<file path="src/rtl/ex_mdu_stage.sv">
// EX stage: ALU, branch-target add, destination select and EX/MEM register, plus an iterative
// 32-step multiply unit with HI/LO. Define MDU_DIV_EN to add DIV/DIVU (restoring division).
module ex_mdu_stage #(
  parameter int unsigned MUL_CYCLES = 32
) (
  input  logic        clk,
  input  logic        rst,
  input  logic [1:0]  wb_ctl,
  input  logic [2:0]  m_ctl,
  input  logic [3:0]  ex_ctl,
  input  logic [31:0] npc,
  input  logic [31:0] rdata1,
  input  logic [31:0] rdata2,
  input  logic [31:0] s_extend,
  input  logic [4:0]  rt_in,
  input  logic [4:0]  rd_in,
  output logic [1:0]  wb_ctlout,
  output logic [2:0]  m_ctlout,
  output logic [31:0] add_result,
  output logic        zero,
  output logic [31:0] alu_result,
  output logic [31:0] rdata2out,
  output logic [4:0]  muxout,
  output logic        ex_stall
);

  localparam logic [5:0] FnAdd   = 6'h20;
  localparam logic [5:0] FnAddu  = 6'h21;
  localparam logic [5:0] FnSub   = 6'h22;
  localparam logic [5:0] FnSubu  = 6'h23;
  localparam logic [5:0] FnAnd   = 6'h24;
  localparam logic [5:0] FnOr    = 6'h25;
  localparam logic [5:0] FnSlt   = 6'h2a;
  localparam logic [5:0] FnMfhi  = 6'h10;
  localparam logic [5:0] FnMflo  = 6'h12;
  localparam logic [5:0] FnMult  = 6'h18;
  localparam logic [5:0] FnMultu = 6'h19;
  localparam logic [5:0] FnDiv   = 6'h1a;
  localparam logic [5:0] FnDivu  = 6'h1b;

  localparam int unsigned CntW = $clog2(MUL_CYCLES);
  localparam logic [CntW-1:0] CntLast = CntW'(MUL_CYCLES - 1);

  typedef enum logic [0:0] {StIdle, StBusy} mdu_state_e;

  mdu_state_e     state_q;
  logic [CntW-1:0] cnt_q;
  logic [31:0]    hi_q, lo_q;
  logic [63:0]    acc_q, mcand_q;
  logic [31:0]    mplier_q, rs_q;
  logic           neg_q, rem_neg_q, div_q, dz_q;

  // Instruction decode
  logic        regdst, alusrc, is_rtype;
  logic [1:0]  aluop;
  logic [5:0]  funct;
  logic        op_mfhi, op_mflo, op_mult, op_multu, op_div, op_divu, mdu_dep;
  logic        start_mul, start_div;

  assign regdst   = ex_ctl[3];
  assign aluop    = ex_ctl[2:1];
  assign alusrc   = ex_ctl[0];
  assign funct    = s_extend[5:0];
  assign is_rtype = (aluop == 2'b10);
  assign op_mfhi  = is_rtype && (funct == FnMfhi);
  assign op_mflo  = is_rtype && (funct == FnMflo);
  assign op_mult  = is_rtype && (funct == FnMult);
  assign op_multu = is_rtype && (funct == FnMultu);
  assign op_div   = is_rtype && (funct == FnDiv);
  assign op_divu  = is_rtype && (funct == FnDivu);
  assign mdu_dep  = op_mfhi | op_mflo | op_mult | op_multu | op_div | op_divu;

  // Gated by rst so a reset landing mid-BUSY never shows a stall.
  assign ex_stall  = !rst && (state_q == StBusy) && mdu_dep;
  assign start_mul = (state_q == StIdle) && (op_mult || op_multu);
`ifdef MDU_DIV_EN
  assign start_div = (state_q == StIdle) && (op_div || op_divu);
`else
  assign start_div = 1'b0;
`endif

  // ALU
  logic [31:0] op_b, alu_val;
  assign op_b = alusrc ? s_extend : rdata2;

  always_comb begin
    alu_val = '0;
    case (aluop)
      2'b00: alu_val = rdata1 + op_b;
      2'b01: alu_val = rdata1 - op_b;
      2'b10: begin
        case (funct)
          FnAdd, FnAddu: alu_val = rdata1 + op_b;
          FnSub, FnSubu: alu_val = rdata1 - op_b;
          FnAnd:         alu_val = rdata1 & op_b;
          FnOr:          alu_val = rdata1 | op_b;
          FnSlt:         alu_val = {31'd0, $signed(rdata1) < $signed(op_b)};
          FnMfhi:        alu_val = hi_q;
          FnMflo:        alu_val = lo_q;
          default:       alu_val = '0;
        endcase
      end
      default: alu_val = '0;
    endcase
  end

  always_ff @(posedge clk) begin
    if (rst) begin
      wb_ctlout  <= '0;
      m_ctlout   <= '0;
      add_result <= '0;
      zero       <= 1'b0;
      alu_result <= '0;
      rdata2out  <= '0;
      muxout     <= '0;
    end else begin
      wb_ctlout  <= ex_stall ? 2'b00 : wb_ctl;
      m_ctlout   <= ex_stall ? 3'b000 : m_ctl;
      add_result <= npc + {s_extend[29:0], 2'b00};
      zero       <= (alu_val == '0);
      alu_result <= alu_val;
      rdata2out  <= rdata2;
      muxout     <= regdst ? rd_in : rt_in;
    end
  end

  // MDU operand conditioning: iterate on magnitudes, fix signs at the end
  logic        signed_op, sign_a, sign_b;
  logic [31:0] mag_a, mag_b;
  assign signed_op = op_mult | op_div;
  assign sign_a    = signed_op & rdata1[31];
  assign sign_b    = signed_op & rdata2[31];
  assign mag_a     = sign_a ? -rdata1 : rdata1;
  assign mag_b     = sign_b ? -rdata2 : rdata2;

  // One iteration. Division keeps the partial remainder in acc_q[31:0] and shifts the
  // dividend out of mplier_q while quotient bits shift in.
  logic [63:0] mul_acc, prod_fin;
  logic [32:0] rem_sh, rem_sub;
  logic        div_ge;
  logic [31:0] quo_next, rem_next, hi_fin, lo_fin;

  always_comb begin
    mul_acc  = acc_q + (mplier_q[0] ? mcand_q : 64'd0);
    prod_fin = neg_q ? -mul_acc : mul_acc;
    rem_sh   = {acc_q[31:0], mplier_q[31]};
    rem_sub  = rem_sh - {1'b0, mcand_q[31:0]};
    div_ge   = (rem_sh >= {1'b0, mcand_q[31:0]});
    quo_next = {mplier_q[30:0], div_ge};
    rem_next = div_ge ? rem_sub[31:0] : rem_sh[31:0];
    hi_fin   = prod_fin[63:32];
    lo_fin   = prod_fin[31:0];
    if (div_q) begin
      if (dz_q) begin
        hi_fin = rs_q;
        lo_fin = 32'hFFFF_FFFF;
      end else begin
        hi_fin = rem_neg_q ? -rem_next : rem_next;
        lo_fin = neg_q ? -quo_next : quo_next;
      end
    end
  end

  always_ff @(posedge clk) begin
    if (rst) begin
      state_q   <= StIdle;
      cnt_q     <= '0;
      hi_q      <= '0;
      lo_q      <= '0;
      acc_q     <= '0;
      mcand_q   <= '0;
      mplier_q  <= '0;
      rs_q      <= '0;
      neg_q     <= 1'b0;
      rem_neg_q <= 1'b0;
      div_q     <= 1'b0;
      dz_q      <= 1'b0;
    end else begin
      case (state_q)
        StIdle: begin
          if (start_mul || start_div) begin
            state_q   <= StBusy;
            cnt_q     <= '0;
            acc_q     <= '0;
            div_q     <= start_div;
            neg_q     <= sign_a ^ sign_b;
            rem_neg_q <= sign_a;
            dz_q      <= (rdata2 == '0);
            rs_q      <= rdata1;
            mcand_q   <= {32'd0, start_div ? mag_b : mag_a};
            mplier_q  <= start_div ? mag_a : mag_b;
          end
        end
        StBusy: begin
          if (div_q) begin
            acc_q    <= {32'd0, rem_next};
            mplier_q <= quo_next;
          end else begin
            acc_q    <= mul_acc;
            mcand_q  <= mcand_q << 1;
            mplier_q <= mplier_q >> 1;
          end
          cnt_q <= cnt_q + 1'b1;
          if (cnt_q == CntLast) begin
            hi_q    <= hi_fin;
            lo_q    <= lo_fin;
            state_q <= StIdle;
          end
        end
        default: state_q <= StIdle;
      endcase
    end
  end

endmodule

</file>
<file path="config.mk">
export PLATFORM = sky130hd
export DESIGN_NAME = ex_mdu_stage
export DESIGN_NICKNAME = d
export VERILOG_FILES = /design/src/rtl/ex_mdu_stage.sv
export SDC_FILE = /design/constraint.sdc
export NUM_CORES = 1
export LEC_CHECK = 0
export ABC_CLOCK_PERIOD_IN_PS = 6900
export BUFFER_PORTS_ARGS = -buffer_cell sky130_fd_sc_hd__clkbuf_2
export CORE_MARGIN = 2
export CORE_UTILIZATION = 33
export DETAILED_ROUTE_END_ITERATION = 12
export PLACE_DENSITY = 0.56
export SLEW_MARGIN = 5
export SYNTH_ARGS = -nofsm -noshare
export SYNTH_HDL_FRONTEND = slang
export SYNTH_SLANG_ARGS = --single-unit
</file>
<file path="constraint.sdc">
create_clock -name clk -period 6.9 [get_ports clk]
set_clock_uncertainty 0.15 [all_clocks]
set_input_delay 0.69 -clock clk [delete_from_list [all_inputs] [get_ports clk]]
set_output_delay 0.69 -clock clk [all_outputs]
set_load 0.01 [all_outputs]
</file>
==> results_dict.tcl <==
set metrics [dict create \
    grt_setup_unrepaired "false" \
    min_period_over_period_pct 83.1 \
    track_usage_pct 23.2 \
    grt_max_degree 126 \
    critPathArrivalTime_ns 6.03 \
    min_to "m_ctlout[1]" \
    ys_types 95 \
    fillers 8200 \
    gr-total-overflow 0 \
    clock_path_buffers 3 \
    avgSynthCellArea_um2 7.82 \
    h-tree-depth 2 \
    wire_per_inst_um 21.4 \
    drt_pass1_iterations 5 \
    gp_congestion 0.966 \
    synth_flop_cell "dfxtp_1" \
    cts-resized-gates 0 \
    antenna_found_initial 4 \
    synth-simple-area-share_pct 20.5 \
    syn-num-nets 3644 \
    yosysTopAreaCell "dfxtp_1" \
    pin_count 257 \
    maxSlewHeadroom_pct 21.2 \
    crit_cells 15 \
    drv_cap 0 \
    netlist_instances 3273 \
    clk_latency_ns 0.59 \
    route.vias.total 25100 \
    grt_pass1_vias 23100 \
    synth_top_family_by_area "compound AO/OA/AOI/OAI gates" \
    clk_pin_slew_worst_paths_ns 0.06 \
    async_flop_share_pct 0 \
    drc 0 \
    p_total_uw 5310 \
    cp_common_cell "xor2_1" \
    grt_pass1_wl_um 144000 \
    hpwl_um 74100 \
    fmax_mhz 175 \
    power.share.combinational_pct 19.3 \
    critPathRequiredTime_ns 7.20 \
    critPathKind "register to register" \
    synth_edf_count 0 \
    r2r_start "mplier_q[0]" \
    portBuffers 256 \
    synth_top_area_share_pct 26.4 \
    crit_buf_inv 0 \
    worst_pin_slew_ns 1.18 \
    dpl.cell_count 4413 \
    drtIter0Drc 2036 \
    clkPwrFrac_pct 42.5 \
    power.switching_uw 1590 \
    vdd_drop_max_v 0.000153 \
    sw_frac_of_total_pct 30.0 \
    ys_seq_elements 338 \
    synth_compound_area_share_pct 27.4 \
    p_leak_uw 0.0122 \
    post-cts-setup-buffers 0 \
    ant_nets 0 \
    hp-class "input pin to register" \
    wirelength_um 96200 \
    path_max_fanout 33 \
    numCtsBuffers 41 \
    synthMuxAreaShare_pct 3.13 \
    die_y_um 283 \
    stdcell_count 4489 \
    syn-cell-area_um2 25600 \
    endpoint_kind "register" \
    die_w_um 283 \
    start_kind "register" \
    area_delta_synth_final_pct 13.8 \
    min-delay-start "m_ctl[1]" \
    drv_slew 0 \
    placed_cell_area_um2 27800 \
    cts.sinks 338 \
    p_int_uw 3720 \
    stdcell_area_um2 29100 \
    seq_area_frac_synth_pct 26.4 \
    r2r_setup_slack_ns 1.17 \
    cts_hold_buf 0 \
    critical-path-slowest-cell "nor4b_1" \
    fin_nets 3787 \
    root_buffer "clkbuf_16" \
    num_rows 102 \
    seqPwrFrac_pct 38.3 \
    hold_violations 0 \
    yosysWarnings 0 \
    cts_tree "yes" \
    hold_depth 2 \
    status "finished clean" \
    reg2regPathDepth 15 \
    dieArea_um2 79800 \
    tns_ns 0 \
    power_per_cell_area_nw_per_um2 182 \
    yosys-top-cells-area "dfxtp_1 26%, ha_1 11%, nor2_1 6.1%" \
    core_um2 77100 \
    cp_slowest_stage_delay_ns 0.53 \
    critPathTopFamily "simple AND/OR/NAND/NOR gates" \
    synthAdderAreaFrac_pct 11.0 \
    r2r-end "hi_q[10]" \
    synthXorXnorAreaFrac_pct 6.81 \
    viasPerCell 5.59 \
    layout-drive-gt1-share_pct 12.2 \
    period_minus_slack_ns 5.73 \
    initial_utilization_pct 33.2 \
    setup_viol 0 \
    cp_cell_sequence "and2_1, ha_1, fa_1, a21oi_1, o221ai_2, o2111ai_1, nand3b_1, xor2_1, nor3_1, nor4b_1, nand4_1, or3_1, o41ai_1, xor2_1, o21ai_0" \
]
==> how the worst max path moves through the flow <==
| stage | endpoint | slack [ns] | start |
|---|---|---|---|
| CTS | hi_q[29] | 1.18 | mplier_q[0] |
| global route | hi_q[29] | 0.80 | mplier_q[0] |
| finish | hi_q[10] | 1.17 | mplier_q[0] |
| floorplan | zero | 1.02 | s_extend[1] |
| global placement | alu_result[31] | 0.74 | ex_ctl[0] |
| detailed placement | zero | 0.73 | ex_ctl[0] |
==> registers in the layout, summed over array words and instances, names as in the netlist <==
name / flops
alu_result: 32
rdata2out: 32
lo_q: 32
wb_ctlout: 2
hi_q: 32
add_result: 32
mplier_q: 32
cnt_q: 5
state_q: 1
m_ctlout: 3
zero: 1
acc_q: 64
muxout: 5
mcand_q: 64
neg_q: 1
==> area by class of cell <==
type	instances	area, um2	area share, %
Multi-Input combinational cell	2615	17600	60.5
Sequential cell	338	6770	23.2
Timing Repair Buffer	290	1560	5.34
Tap cell	1040	1300	4.46
Clock buffer	53	1160	3.99
Inverter	130	488	1.67
Clock inverter	18	216	0.743
Antenna cell	5	12.5	0.0429
==> layout by cell type, fill, tap and decap left out, drive strengths merged, types with 50 or more instances in the layout <==
master / synthesis / layout
nor2: 415 / 415
dfxtp: 338 / 338
clkbuf: 154 / 308
nand2: 242 / 242
a21oi: 242 / 242
ha: 218 / 218
o21ai: 188 / 188
inv: 129 / 131
a211oi: 111 / 111
xnor2: 107 / 107
xor2: 92 / 92
a22o: 86 / 86
and2: 86 / 86
mux2i: 80 / 80
nor3: 62 / 62
nand3: 50 / 50
==> Yosys cell counts (10+ instances only) <==
library cell and count:
nor3_1 62, nor4b_1 11, o211ai_1 27, and2_1 86
xnor2_1 107, a21boi_0 10, ha_1 218, nand2b_1 21
a221o_1 11, a21o_1 44, mux2i_1 80, buf_2 16
a211oi_1 109, clkbuf_1 154, or3_1 29, buf_1 17
nand3_1 48, dfxtp_1 338, a21oi_1 237, a311oi_1 14
o31ai_1 34, inv_1 129, nand4_1 33, and3_1 20
a2111oi_0 12, nor2_1 415, o21bai_1 34, o41ai_1 19
nor2b_1 49, xor2_1 92, o21ai_0 181, nand2_1 241
a22o_1 86, o221ai_1 30, or4_1 13, or2_2 11
a31oi_1 21, o21a_1 25, nor4_1 18
==> worst reg2reg max path, cell delays in order (launching register included) <==
cell and delay, ns:
dfxtp_2 0.50, and2_1 0.25, ha_1 0.23, fa_1 0.43, a21oi_1 0.31, o221ai_2 0.23, o2111ai_1 0.30, nand3b_1 0.30
xor2_1 0.30, nor3_1 0.30, nor4b_1 0.53, nand4_1 0.46, or3_1 0.46, o41ai_1 0.31, xor2_1 0.41, o21ai_0 0.13
==> cell families after synthesis <==
kind of cell               after synthesis
AOI/OAI and AO/OA                     1017
xor gates and xnor gates               199
adders and majority gates              222
buffers and inverters                  320
DFF                                    338
muxes                                   80
and+or+nand+nor                       1097
==> power by group through the flow <==
stage	Combinational, uW	Clock [uW]	Sequential, uW
floorplan	592	0	2100
global placement	1010	0	2080
global route	1110	2390	2040
CTS	1000	2310	2030
detailed placement	998	0	2080
finish	1020	2260	2030
==> layer usage <==
metal / share of wire, % / global-route usage [%]
met2: 44 / 36.8
met3: 6.4 / 3.28
met1: 46 / 31.8
met4: 3.6 / 8.34
met5: 0 / 0
==> metrics by stage <==
stage          setup slack [ns]  hold WS (ns)  util, %
2_1_floorplan              1.02         0.274        -
3_3_place_gp              0.739         0.289     36.0
3_5_place_dp              0.730         0.294     36.0
4_1_cts                    1.18         0.118     37.8
5_1_grt                   0.801         0.141     37.8
6_report                   1.17         0.154     37.8
No activity file was read; power rests on OpenSTA's default activity.
